**src/rtl/pwm_multi.sv**
```systemverilog
// N-channel PWM sharing one programmable-period counter (edge or center aligned).
// Duty, period and mode are double-buffered and move to the active set only on a load.
module pwm_multi #(
  parameter int NUM_CH = 2,
  parameter int WIDTH  = 8,
  parameter int CH_W   = (NUM_CH > 1) ? $clog2(NUM_CH) : 1
) (
  input  logic              clk,
  input  logic              rst,
  input  logic              en,
  input  logic [WIDTH-1:0]  top,
  input  logic              center,
  input  logic              wr_en,
  input  logic [CH_W-1:0]   wr_ch,
  input  logic [WIDTH-1:0]  wr_duty,
  output logic [NUM_CH-1:0] PWM_sig,
  output logic              period_start
);

  typedef enum logic {UP = 1'b0, DOWN = 1'b1} dir_t;

  logic [WIDTH-1:0] cnt, cnt_nxt;
  dir_t             dir, dir_nxt;
  logic             load;

  logic [WIDTH-1:0] top_sh, top_act;
  logic             center_sh, center_act;
  logic [WIDTH-1:0] duty_sh  [NUM_CH];
  logic [WIDTH-1:0] duty_act [NUM_CH];

  // Counter defaults to 0/up: covers disable, top_act=0 and every wrap point.
  always_comb begin
    cnt_nxt = '0;
    dir_nxt = UP;
    if (en && (top_act != '0)) begin
      if (!center_act) begin
        if (cnt < top_act) cnt_nxt = cnt + WIDTH'(1);
      end else if (dir == UP) begin
        if (cnt < top_act) begin
          cnt_nxt = cnt + WIDTH'(1);
        end else begin
          cnt_nxt = top_act - WIDTH'(1);
          dir_nxt = DOWN;
        end
      end else if (cnt > WIDTH'(1)) begin
        cnt_nxt = cnt - WIDTH'(1);
        dir_nxt = DOWN;
      end else if (cnt == '0) begin
        cnt_nxt = WIDTH'(1);
      end
    end
  end

  assign load = (cnt_nxt == '0);

  always_ff @(posedge clk or posedge rst) begin
    if (rst) begin
      cnt          <= '0;
      dir          <= UP;
      top_sh       <= '0;
      top_act      <= '0;
      center_sh    <= 1'b0;
      center_act   <= 1'b0;
      PWM_sig      <= '0;
      period_start <= 1'b0;
      for (int i = 0; i < NUM_CH; i++) begin
        duty_sh[i]  <= '0;
        duty_act[i] <= '0;
      end
    end else begin
      cnt       <= cnt_nxt;
      dir       <= dir_nxt;
      top_sh    <= top;
      center_sh <= center;
      if (wr_en && (32'(wr_ch) < NUM_CH)) duty_sh[wr_ch] <= wr_duty;
      // Load takes the pre-edge shadow, so a same-cycle write waits for the next load.
      if (load) begin
        top_act    <= top_sh;
        center_act <= center_sh;
        for (int i = 0; i < NUM_CH; i++) duty_act[i] <= duty_sh[i];
      end
      period_start <= en && (cnt == '0);
      for (int i = 0; i < NUM_CH; i++) PWM_sig[i] <= en && (cnt < duty_act[i]);
    end
  end

endmodule
```
**config.mk**
```make
export PLATFORM = sky130hd
export DESIGN_NAME = pwm_multi
export DESIGN_NICKNAME = d
export VERILOG_FILES = /design/src/rtl/pwm_multi.sv
export SDC_FILE = /design/constraint.sdc
export NUM_CORES = 1
export LEC_CHECK = 0
export ABC_AREA = 1
export BUFFER_PORTS_ARGS = -buffer_cell sky130_fd_sc_hd__buf_2
export CORE_ASPECT_RATIO = 1.2
export CORE_MARGIN = 2
export CORE_UTILIZATION = 55
export CTS_CLUSTER_DIAMETER = 40
export DETAILED_ROUTE_END_ITERATION = 8
export GPL_TIMING_DRIVEN = 0
export PLACE_DENSITY = 0.74
export SYNTH_ARGS = -nofsm -noshare
export SYNTH_HDL_FRONTEND = slang
export SYNTH_SLANG_ARGS = --single-unit
```
**constraint.sdc**
```tcl
create_clock -name clk -period 5.45 [get_ports clk]
set_input_delay 0.545 -clock clk [delete_from_list [all_inputs] [get_ports clk]]
set_output_delay 0.545 -clock clk [all_outputs]
set_load 0.02 [all_outputs]
```
=== After elaboration in Yosys (flattened, before gate mapping) ===
Cells that the tools add are included.

* Order comparisons: 6
* Multipliers: 0
* Bitwise gates (word level): 1
* Add/subtract/negate cells: 3
* Muxes and demuxes: 15
* Equality and inequality tests: 0
* Div/mod/pow operators: 0
* Shifts and indexed selects: 0
* Reduce and logical (&&, ||, !) cells: 8

{| class="wikitable"
|+ Operators with widths
! kind !! number
|-
| 8-bit two-way mux || 7
|-
| 8-bit less-than comparator || 3
|-
| 16-bit bitwise mux || 1
|-
| 8-bit zero test || 2
|-
| 8-bit by 1-bit subtractor with 8-bit output, second input constant || 2
|-
| 8-bit by 1-bit adder with 8-bit output, second input constant || 1
|-
| 8-bit demux with 1-bit select || 1
|-
| 8-bit by 1-bit > comparator with 1-bit output, second input constant || 1
|-
| 8-bit nonzero test || 1
|-
| 1-bit two-way mux || 6
|-
| 1-bit logical AND || 5
|-
| 2-bit greater-or-equal comparator, second input constant || 1
|-
| 2-bit by 1-bit less-than comparator with 1-bit output, second input constant || 1
|-
| 1-bit inverter with 2-bit output || 1
|}

* RAM bits: 0
* Register bits after elaboration: 62
* Memory bits (read-only): 0
* Memories: 0
* Word-level logic and storage cells: 45
* Bits in latches: 0
* Output and inout port bits: 3

=== Longest topological paths before layout ===
* Word-level depth: 7
* Mapped depth: 18

=== Worst setup path after synthesis ===
Ideal clock, no wire load.

* Path kind: flip-flop to flip-flop
* Start point: reg cnt[5]
* End point: reg top_act[4]
* Clock period less this slack: 2.134 ns
* Required time: 5.333 ns
* Slack: 3.316 ns
* Data arrival time: 2.018 ns
* Cell stages (with the launch flop): 14
* Library setup time: 0.117 ns
* Cells stage by stage: dfrtp_1 > ha_1 > a21oi_1 > o21a_1 > nand3_2 > nand2_2 > nand2_1 > nand3_1 > nand2_1 > nor2_2 > nand3_4 > buf_6 > nand2_1 > nand2_1

* Cells in the longest elaborated chain, start to end: 7
* Elaborated cells between the ends (all ways): 13
* Those cells by class: add/sub (2); order compare (2); mux (7); reduce/logical (2)

{| class="wikitable"
|+ Ends and longest elaborated chain
! item !! line !! RTL
|-
| start: declaration || 22 || <nowiki>logic [WIDTH-1:0] cnt, cnt_nxt;</nowiki>
|-
| start signal: assignment || 71 || <nowiki>cnt <= cnt_nxt;</nowiki>
|-
| parallel branches: the longest is 4 deep, another holds 8-bit by 1-bit adder with 8-bit output || n/a ||
|-
| 8-bit two-way mux (*) || 36 || <nowiki>if (!center_act) begin</nowiki>
|-
| 8-bit two-way mux (*) || 35 || <nowiki>if (en && (top_act != '0)) begin</nowiki>
|-
| 8-bit zero test (*) || 54 || <nowiki>assign load = (cnt_nxt == '0);</nowiki>
|-
| end signal: assignment || 78 || <nowiki>top_act <= top_sh;</nowiki>
|-
| end: declaration || 26 || <nowiki>logic [WIDTH-1:0] top_sh, top_act;</nowiki>
|}

Mark *: on every way between the ends.
A chain may end at the register's enable or synchronous reset.

=== Final worst setup path ===
* Start point: reg cnt[5]
* End point: reg top_act[2]

Same word-level chain as after synthesis.

==> flow_summary.toml <==
[status]
result_of_the_run = "finished, final reports clean"

[cts]
cts-hold-fix-buffers = 0
cts_root_buf = "sky130_fd_sc_hd__clkbuf_8"
clock_latency_ns = 0.34
cts_htree_levels = 3
clock-sinks = 62
cts_tree = "built"
postCtsResizedCells = 0
tritoncts.num_buffers = 9
path_clk_slew_ns = 0.07
clock_tree.buffer_depth = 2
cts.repair_timing.setup_buffer_count = 0

[logic_synthesis]
syn_area_per_cell_um2 = 8.015
yosys.area_share.xor_xnor_pct = 1.938
muxShareOfSynthArea_pct = 0
postSynthCellCount = 451
synth_compound_area_share_pct = 7.338
post_synthesis_cell_area_um2 = 3615
netlist_top_cells_area = "sky130_fd_sc_hd__dfrtp_1, sky130_fd_sc_hd__nand2_1, sky130_fd_sc_hd__ha_1, sky130_fd_sc_hd__nand3_1, sky130_fd_sc_hd__inv_1"
synthAdderAreaFrac_pct = 9.346
synth.yosys.seq_area_share_pct = 42.92
synthDistinctLibCells = 33
synth_warnings = 0
yosys.area_share.simple_pct = 29.49
synth_seq_cells = 62
fraction_of_post_synthesis_cell_area_in_the_top_cell_type_by_area_pct = 42.92
net_count_synth = 500
synth_top_family_by_area = "simple AND/OR/NAND/NOR gates"
synth_area_leader_cell = "sky130_fd_sc_hd__dfrtp_1"

[detailed_routing]
drtPass1Iterations = 4
drt.antenna.violating_nets = 0
drc = 0
initialDrtViolationCount = 122
num_vias = 2915
route.detailed.wl_per_inst_um = 12.98
detail_route.vias_per_cell = 5.052
detailed_route_wl_mm = 7.491

[sta]
worst_clock_skew_ns = 0.009194
maxSlewHeadroom_pct = 68.81
fin_hold_ws_ns = 0.2081
final.setup.tns_ns = 0
finalMaxSlewViolations = 0
fmax_mhz = 390.6
report.final.hold_viol_count = 0
final.period_utilization_pct = 46.98
worst_max_slew_pin_slew_ns = 0.4672
post-route-min-period_ns = 2.560
rsz0062_at_grt = "false"
setup_violations = 0

[finish]
syn_to_final_growth_pct = 12.95
multi_input_area_um2 = 1739
final.fill_count = 570
finish.net_count = 536
fin_area_um2 = 4083
inserted_diodes = 0
mostFrequentLayoutCell = "sky130_fd_sc_hd__nand2_1"
area.sequential_um2 = 1551
final_layout_size_suffix_gt1_share_pct = 16.67
leading_cell_types_in_the_layout_fill_and_taps_excluded = "sky130_fd_sc_hd__nand2_1, sky130_fd_sc_hd__dfrtp_1, sky130_fd_sc_hd__inv_1"
final-instance-count-excl-fill = 577

[flow_run]
timing.max_cap.violations = 0

[floorplanning]
chipWidth_um = 78.01
initial_utilization_pct = 56.43
die_outline_area_um2 = 7239
top_level_ports = 25
core_area_um2 = 6406
die_y_um = 92.81
fp-row-count = 32

[grt]
antenna_violations_before_repair = 0
grt.overflow.total = 0
first_global_vias = 2860
groute.usage.overall_pct = 22.98
grt_first_pass_wirelength_mm = 12.90
largest_net_degree_at_the_start_of_global_routing = 42

[critical_path]
r2r.worst_path.cells = 13
reg2reg_from = "cnt[5]"
timing.critical_path.arrival_ns = 2.79
crit_path_start_kind = "register"
crit_type = "reg2reg"
setup.worst_path.end_class = "register"
path_max_fanout = 10
worstPathRequired_ns = 5.68
worstReg2RegEnd = "top_act[2]"
rrSetupSlack_ns = 2.89

[place]
port-buffer-count = 24
dp_cells = 561
post-dp-hpwl_mm = 5.788
globalplace.congestion = 0.9170
dpl-instance-area_um2 = 3861

[min_path]
worst_hold_path_type = "in2async"
[area by class of cell]
type / count / share of cell area (%)
plain buffers: 10 / 2.053
clock buffers: 9 / 3.034
clock inverters: 7 / 2.390
inverters: 64 / 5.884
multi-input cells: 315 / 42.60
flip-flops and latches: 62 / 38.00
well taps: 85 / 2.605
repair buffers: 25 / 3.432
[per-layer routing]
layer | routed length [um] | global-route usage (%) | share of wire [%] | up-vias
li1 | - | - | - | 1506
met1 | 3266 | 26.99 | 44 | 1337
met3 | 258 | 5.166 | 3.4 | 19
met2 | 3743 | 40.23 | 50 | 53
met4 | 224 | 9.795 | 3.0 | 0
met5 | 0 | 0 | 0 | -
[per-stage QoR]
stage	setup WS (ns)	util (%)
CTS	2.897	63.73
finish	2.890	63.73
global route	2.681	63.73
global placement	2.660	59.96
detailed placement	2.916	60.27
floorplan	3.316	-
[flip-flops by register name (all words and copies together), names as in the netlist]
name          cells
duty_act         16
duty_sh          16
cnt               8
top_act           8
top_sh            8
PWM_sig           2
center_act        1
center_sh         1
dir               1
period_start      1
[worst max-delay path: stages, from the launching register on]
cell                      delay [ns]
sky130_fd_sc_hd__dfrtp_1        0.60
sky130_fd_sc_hd__ha_1           0.32
sky130_fd_sc_hd__a21oi_1        0.14
sky130_fd_sc_hd__o21a_1         0.27
sky130_fd_sc_hd__nand3_2        0.13
sky130_fd_sc_hd__nand2_2        0.14
sky130_fd_sc_hd__nand2_1        0.07
sky130_fd_sc_hd__nand3_1        0.12
sky130_fd_sc_hd__nand2_1        0.08
sky130_fd_sc_hd__nor2_2         0.15
sky130_fd_sc_hd__nand3_4        0.14
sky130_fd_sc_hd__buf_6          0.17
sky130_fd_sc_hd__nand2_1        0.06
sky130_fd_sc_hd__nand2_1        0.05
[cells by family after synthesis]
| logic type | after synthesis |
|---|---|
| XOR/XNOR | 8 |
| buffers and inverters | 74 |
| flip-flops | 62 |
| adder cells (fa/ha/maj) | 27 |
| AO/OA/AOI/OAI | 48 |
| AND/OR/NAND/NOR | 232 |
[cell usage after synthesis]
| cell type | n |
|---|---|
| sky130_fd_sc_hd__a31oi_1 | 1 |
| sky130_fd_sc_hd__a21oi_2 | 1 |
| sky130_fd_sc_hd__nor3_1 | 1 |
| sky130_fd_sc_hd__buf_2 | 1 |
| sky130_fd_sc_hd__xnor2_1 | 1 |
| sky130_fd_sc_hd__o211ai_1 | 2 |
| sky130_fd_sc_hd__nand2_2 | 7 |
| sky130_fd_sc_hd__a211oi_1 | 1 |
| sky130_fd_sc_hd__or3_1 | 1 |
| sky130_fd_sc_hd__o21a_1 | 2 |
| sky130_fd_sc_hd__nor2_2 | 5 |
| sky130_fd_sc_hd__nand3_2 | 5 |
| sky130_fd_sc_hd__ha_1 | 27 |
| sky130_fd_sc_hd__a21o_1 | 1 |
| sky130_fd_sc_hd__nand2_4 | 2 |
| sky130_fd_sc_hd__o21ai_1 | 2 |
| sky130_fd_sc_hd__nor2_1 | 19 |
| sky130_fd_sc_hd__nor2_4 | 2 |
| sky130_fd_sc_hd__xor2_1 | 7 |
| sky130_fd_sc_hd__inv_1 | 56 |
| sky130_fd_sc_hd__nand3_1 | 50 |
| sky130_fd_sc_hd__nand2_1 | 135 |
| sky130_fd_sc_hd__inv_2 | 8 |
| sky130_fd_sc_hd__a21boi_0 | 2 |
| sky130_fd_sc_hd__buf_6 | 5 |
| sky130_fd_sc_hd__o21ai_0 | 19 |
| sky130_fd_sc_hd__a21oi_1 | 17 |
| sky130_fd_sc_hd__dfrtp_1 | 62 |
| sky130_fd_sc_hd__nand3_4 | 1 |
| sky130_fd_sc_hd__nand4_1 | 3 |
| sky130_fd_sc_hd__nor2_8 | 1 |
| sky130_fd_sc_hd__clkbuf_1 | 2 |
| sky130_fd_sc_hd__buf_4 | 2 |
[how the worst max path moves through the flow]
| stage | cells after the start | from | endpoint |
|---|---|---|---|
| detailed placement | 13 | cnt[5] | top_act[6] |
| floorplan | 13 | cnt[5] | top_act[4] |
| CTS | 13 | cnt[5] | top_act[2] |
| global route | 15 | cnt[7] | top_act[3] |
| finish | 13 | cnt[5] | top_act[2] |
| global placement | 2 | rst | PWM_sig[1] |
Power is not shown: default switching activity piles up to over one toggle a cycle in this logic, so the estimate is an artifact.
